<file path="src/rtl/digital_clock_rtc.sv">
// rtl/digital_clock_rtc.sv - real-time clock with prescaler, time/alarm load and 12/24 h display
module digital_clock_rtc #(
  parameter logic [31:0] TICK_DIV = 32'd50000000
) (
  input  logic       Clk,
  input  logic       reset_n,
  input  logic       run,
  input  logic       mode_12h,
  input  logic       set_valid,
  input  logic [4:0] set_hours,
  input  logic [5:0] set_minutes,
  input  logic [5:0] set_seconds,
  input  logic       alarm_wr,
  input  logic [4:0] alarm_hours,
  input  logic [5:0] alarm_minutes,
  input  logic       alarm_clr,
  output logic [5:0] seconds,
  output logic [5:0] minutes,
  output logic [4:0] hours,
  output logic [4:0] disp_hours,
  output logic       pm,
  output logic       tick,
  output logic       set_ack,
  output logic       set_err,
  output logic       alarm
);

  logic [31:0] presc;
  logic [4:0]  al_h;
  logic [5:0]  al_m;
  logic        armed;
  logic        set_ok, alarm_ok, inc, match;
  logic [5:0]  n_sec, n_min;
  logic [4:0]  n_hr;

  assign set_ok   = set_valid && (set_hours <= 5'd23) && (set_minutes <= 6'd59) && (set_seconds <= 6'd59);
  // A simultaneous time load always shadows an alarm write.
  assign alarm_ok = alarm_wr && !set_valid && (alarm_hours <= 5'd23) && (alarm_minutes <= 6'd59);
  assign inc      = run && (presc == TICK_DIV - 32'd1);

  always_comb begin
    n_sec = seconds + 6'd1;
    n_min = minutes;
    n_hr  = hours;
    if (seconds == 6'd59) begin
      n_sec = 6'd0;
      n_min = minutes + 6'd1;
      if (minutes == 6'd59) begin
        n_min = 6'd0;
        n_hr  = (hours == 5'd23) ? 5'd0 : hours + 5'd1;
      end
    end
  end

  assign match = armed && inc && !set_ok && (n_sec == 6'd0) && (n_min == al_m) && (n_hr == al_h);

  always_ff @(posedge Clk or negedge reset_n) begin
    if (!reset_n) begin
      presc   <= 32'd0;
      seconds <= 6'd0;
      minutes <= 6'd0;
      hours   <= 5'd0;
      tick    <= 1'b0;
      set_ack <= 1'b0;
      set_err <= 1'b0;
      alarm   <= 1'b0;
      al_h    <= 5'd0;
      al_m    <= 6'd0;
      armed   <= 1'b0;
    end else begin
      tick <= 1'b0;
      if (set_ok) begin
        seconds <= set_seconds;
        minutes <= set_minutes;
        hours   <= set_hours;
        presc   <= 32'd0;
      end else if (run) begin
        if (inc) begin
          presc   <= 32'd0;
          seconds <= n_sec;
          minutes <= n_min;
          hours   <= n_hr;
          tick    <= 1'b1;
        end else begin
          presc <= presc + 32'd1;
        end
      end
      if (alarm_ok) begin
        al_h  <= alarm_hours;
        al_m  <= alarm_minutes;
        armed <= 1'b1;
      end
      if (match)
        alarm <= 1'b1;
      else if (alarm_clr)
        alarm <= 1'b0;
      set_ack <= (set_ok && !alarm_wr) || alarm_ok;
      set_err <= (set_valid && (alarm_wr || !set_ok)) || (alarm_wr && !set_valid && !alarm_ok);
    end
  end

  always_comb begin
    disp_hours = hours;
    pm         = 1'b0;
    if (mode_12h) begin
      if (hours == 5'd0) begin
        disp_hours = 5'd12;
      end else if (hours >= 5'd12) begin
        pm = 1'b1;
        if (hours > 5'd12)
          disp_hours = hours - 5'd12;
      end
    end
  end

endmodule
</file>
<file path="config.mk">
export PLATFORM = sky130hd
export DESIGN_NAME = digital_clock_rtc
export DESIGN_NICKNAME = d
export VERILOG_FILES = /design/src/rtl/digital_clock_rtc.sv
export SDC_FILE = /design/constraint.sdc
export NUM_CORES = 1
export LEC_CHECK = 0
export CAP_MARGIN = 20
export CORE_MARGIN = 4
export CORE_UTILIZATION = 45
export CTS_BUF_LIST = sky130_fd_sc_hd__clkbuf_8
export CTS_CLUSTER_SIZE = 40
export DETAILED_ROUTE_END_ITERATION = 10
export GPL_ROUTABILITY_DRIVEN = 0
export PLACE_DENSITY = 0.69
export SYNTH_ARGS = -nofsm -noshare
export SYNTH_HDL_FRONTEND = slang
export SYNTH_SLANG_ARGS = --single-unit
</file>
<file path="constraint.sdc">
create_clock -name Clk -period 3 [get_ports Clk]
set_clock_uncertainty 0.05 [all_clocks]
set_input_delay 0.75 -clock Clk [delete_from_list [all_inputs] [get_ports Clk]]
set_output_delay 0.75 -clock Clk [all_outputs]
set_load 0.01 [all_outputs]
</file>
==> impl_metrics.py <==
metrics = {
    "run_status": {
        "status": "complete, no violations",
    },
    "power": {
        "p_clk_share_pct": 28.2,
        "internal_power_mw": 1.530,
        "p_leak_nw": 2.111,
        "power_density_nw_per_um2": 452.0,
        "pwr-share-comb_pct": 26.0,
        "swShare_pct": 31.78,
        "pwr-share-seq_pct": 45.8,
        "power_switching_mw": 0.7126,
        "ir_drop_v": 0.0002061,
    },
    "routing": {
        "finalWirelength_um": 10110,
        "ant_nets": 0,
        "vias": 3713,
        "drtIter0Drc": 193,
        "via_per_inst": 5.686,
        "dr.pass1.iters": 4,
        "wire_per_inst_um": 15.48,
        "drc_errors": 0,
    },
    "finish": {
        "fin_nets": 589,
        "antennaDiodeCount": 0,
        "syn_to_final_growth_pct": 25.47,
        "drive_gt1_share_pct": 9.307,
    },
    "grt": {
        "grt_pass1_vias": 3351,
        "grtUsageTotal_pct": 20.05,
        "grt_pass1_wl_um": 16410,
        "antenna_found_initial": 0,
        "grt-ovfl-total": 0,
        "grt_max_degree": 66,
    },
    "yosys": {
        "synth_fp_nets": 512,
        "synth_largest_area_cell": "dfrtp_1",
        "yosysSeqAreaShare_pct": 41.14,
        "netlist.area_leader.share_pct": 41.14,
        "synthCells": 469,
        "synth_edf_count": 0,
        "syn_area_um2": 3954,
        "async_flop_share_pct": 100.0,
        "avgSynthCellArea_um2": 8.430,
        "ys_seq_elements": 65,
        "yosysWarnings": 0,
        "ys_types": 53,
        "dominantRegCellSynth": "dfrtp_1",
        "synthTopCellsByArea": "dfrtp_1 (41%), nand2_1 (6.1%), nor2_1 (5.3%), a21oi_1 (4.8%), xor2_1 (4.2%)",
    },
    "placed_design": {
        "dp_hpwl_um": 7452,
        "place_ws_ns": -0.1722,
        "port_buffers": 61,
    },
    "setup_path": {
        "critPathArrivalTime_ns": 2.05,
        "crit_required_ns": 2.20,
        "path_max_fanout": 2,
        "endpoint_kind": "output port",
        "crit_type": "input port to output port",
        "cp-start-kind": "input port",
    },
    "floorplanning": {
        "num_rows": 33,
        "ios": 62,
        "dieArea_um2": 10350,
        "core_um2": 8382,
        "die_y_um": 101.7,
        "die_w_um": 101.7,
        "start_util_pct": 47.17,
    },
    "timing": {
        "setup_viol_count_final": 0,
        "drv_slew": 0,
        "post-route-period-util_pct": 95.02,
        "tns_ns": 0,
        "hold_viol_final": 0,
        "rsz0062_at_grt": "false",
        "worst_pin_slew_ns": 0.8401,
        "timing.fmax_ghz": 0.3508,
        "min_period_ns": 2.851,
        "maxSlewHeadroom_pct": 43.99,
        "setup_ws_ns": 0.1493,
    },
    "cts": {
        "cts_tree": "done",
        "numCtsBuffers": 9,
        "cts.path.max_buffers": 2,
        "clk_latency_ns": 0.35,
        "hold_buffers": 0,
        "clock-root-buffer": "clkbuf_8",
        "htree_levels": 3,
        "path_clk_slew_ns": 0.07,
        "cts.sink_count": 65,
    },
    "min_path": {
        "holdCritPathClass": "flop to flop",
    },
    "job": {
        "maxCapViolations": 0,
    },
}
==> flip-flops by register name, summed over array words and instances (netlist names) <==
| register | count |
|---|---|
| al_h | 5 |
| al_m | 6 |
| alarm | 1 |
| armed | 1 |
| hours | 5 |
| minutes | 6 |
| presc | 32 |
| seconds | 6 |
| set_ack | 1 |
| set_err | 1 |
| tick | 1 |
==> kinds of logic (layout without fill, tap and decap cells) <==
kind of cell / Yosys count / count (layout) / synth area share, %
and+or+nand+nor: 222 / 222 / 27.97
muxes: 7 / 7 / 1.899
xor gates and xnor gates: 32 / 32 / 7.089
DFF: 65 / 65 / 41.14
adders and majority gates: 8 / 8 / 2.532
buffers and inverters: 30 / 109 / 3.355
AOI/OAI and AO/OA: 105 / 105 / 16.01
==> power groups by stage <==
stage	Combinational, mW	Clock (mW)	Sequential (mW)
2_1_floorplan	0.312	0	1.04
3_3_place_gp	0.575	0	1.04
3_5_place_dp	0.585	0	1.04
4_1_cts	0.585	0.651	1.03
5_1_grt	0.644	0.678	1.04
6_report	0.583	0.632	1.03
==> through the flow <==
stage          hold WS [ns]  cells  area, µm²  util (%)  power (mW)
3_3_place_gp         0.4043    639       4788     57.13       1.614
2_1_floorplan        0.3855    469       3954         -       1.350
4_1_cts              0.4246    653       4956     59.13       2.261
3_5_place_dp         0.4056    639       4788     57.13       1.626
6_report             0.4236    653       4961     59.19       2.242
5_1_grt              0.4346    653       4961     59.19       2.359
==> critical path, stage by stage <==
cell and delay, ns:
clkdlybuf4s50_1 0.48, nand2b_1 0.10, a2111oi_2 0.33, a21o_1 0.13
dlygate4sd2_1 0.26
==> synth_stat cells, types with 2 or more instances <==
| cell | count |
|---|---|
| a21o_1 | 2 |
| dfrtp_1 | 65 |
| nor4b_1 | 4 |
| and3_1 | 8 |
| nor2b_1 | 3 |
| nand2_1 | 64 |
| nor4_1 | 2 |
| and2_1 | 5 |
| nor2_1 | 56 |
| buf_4 | 4 |
| clkbuf_1 | 11 |
| mux2i_1 | 6 |
| nand4b_1 | 3 |
| buf_2 | 4 |
| a21oi_1 | 38 |
| o2111ai_1 | 5 |
| xnor2_1 | 13 |
| nand3b_1 | 2 |
| o21ai_1 | 3 |
| inv_1 | 10 |
| and4_1 | 3 |
| xor2_1 | 19 |
| o21ai_0 | 26 |
| o22a_1 | 3 |
| nor3_1 | 10 |
| nor3_2 | 2 |
| nand4_1 | 15 |
| o21a_1 | 3 |
| nand3_1 | 25 |
| o31ai_1 | 4 |
| ha_1 | 8 |
| nand2b_1 | 7 |
| nor2_2 | 3 |
| or3_1 | 5 |
| a31oi_1 | 10 |
==> cells in the final DEF, fill, tap and decap left out, drive strengths merged, types with 6 or more instances in the layout <==
cell           Yosys  layout
buf                9      26
a21oi             38      38
nand3             26      26
nor2              59      59
clkdlybuf4s50      0      55
o21ai             29      29
a31oi             10      10
inv               10      10
nand2b             7       7
nor3              12      12
xnor2             13      13
dfrtp             65      65
and3               8       8
clkbuf            11      10
nand2             65      65
ha                 8       8
nand4             15      15
xor2              19      19
mux2i              6       6
==> worst paths after layout <==
path / startpoint / depth (start not counted) / slack [ns] / endpoint
worst max-delay path: mode_12h / 5 / 0.15 / disp_hours[4]
min in group asynchronous: reset_n / 2 / 0.53 / armed$_DFFE_PN0P_
max in group asynchronous: reset_n / 2 / 1.81 / seconds[5]$_DFFE_PN0P_
worst min register to register: armed$_DFFE_PN0P_ / 1 / 0.42 / armed$_DFFE_PN0P_
worst max register to register: seconds[0]$_DFFE_PN0P_ / 8 / 0.41 / alarm$_DFFE_PN0P_
worst min-delay path: armed$_DFFE_PN0P_ / 1 / 0.42 / armed$_DFFE_PN0P_
==> metal layers <==
metal	wire length [µm]	up-vias	GRT usage [%]
met3	572	10	4.201
li1	-	1827	-
met1	5066	1770	29.92
met4	123	0	5.930
met2	4349	106	29.28
met5	0	-	0
==> area by class of cell <==
class	instances	area [µm²]
Timing Repair Buffer	86	807.0
Clock buffer	10	137.6
Inverter	10	37.54
Fill cell	778	3421
Multi-Input combinational cell	374	2201
Tap cell	105	131.4
Clock inverter	3	20.02
Sequential cell	65	1627
==> timing repair <==
action	in CTS	in global routing
pin swaps	0	0
resized for setup	5	2
setup endpoints to repair	5	2
hold endpoints to repair	0	0
buffers inserted	1	0
(Power assumes the default switching activity.)
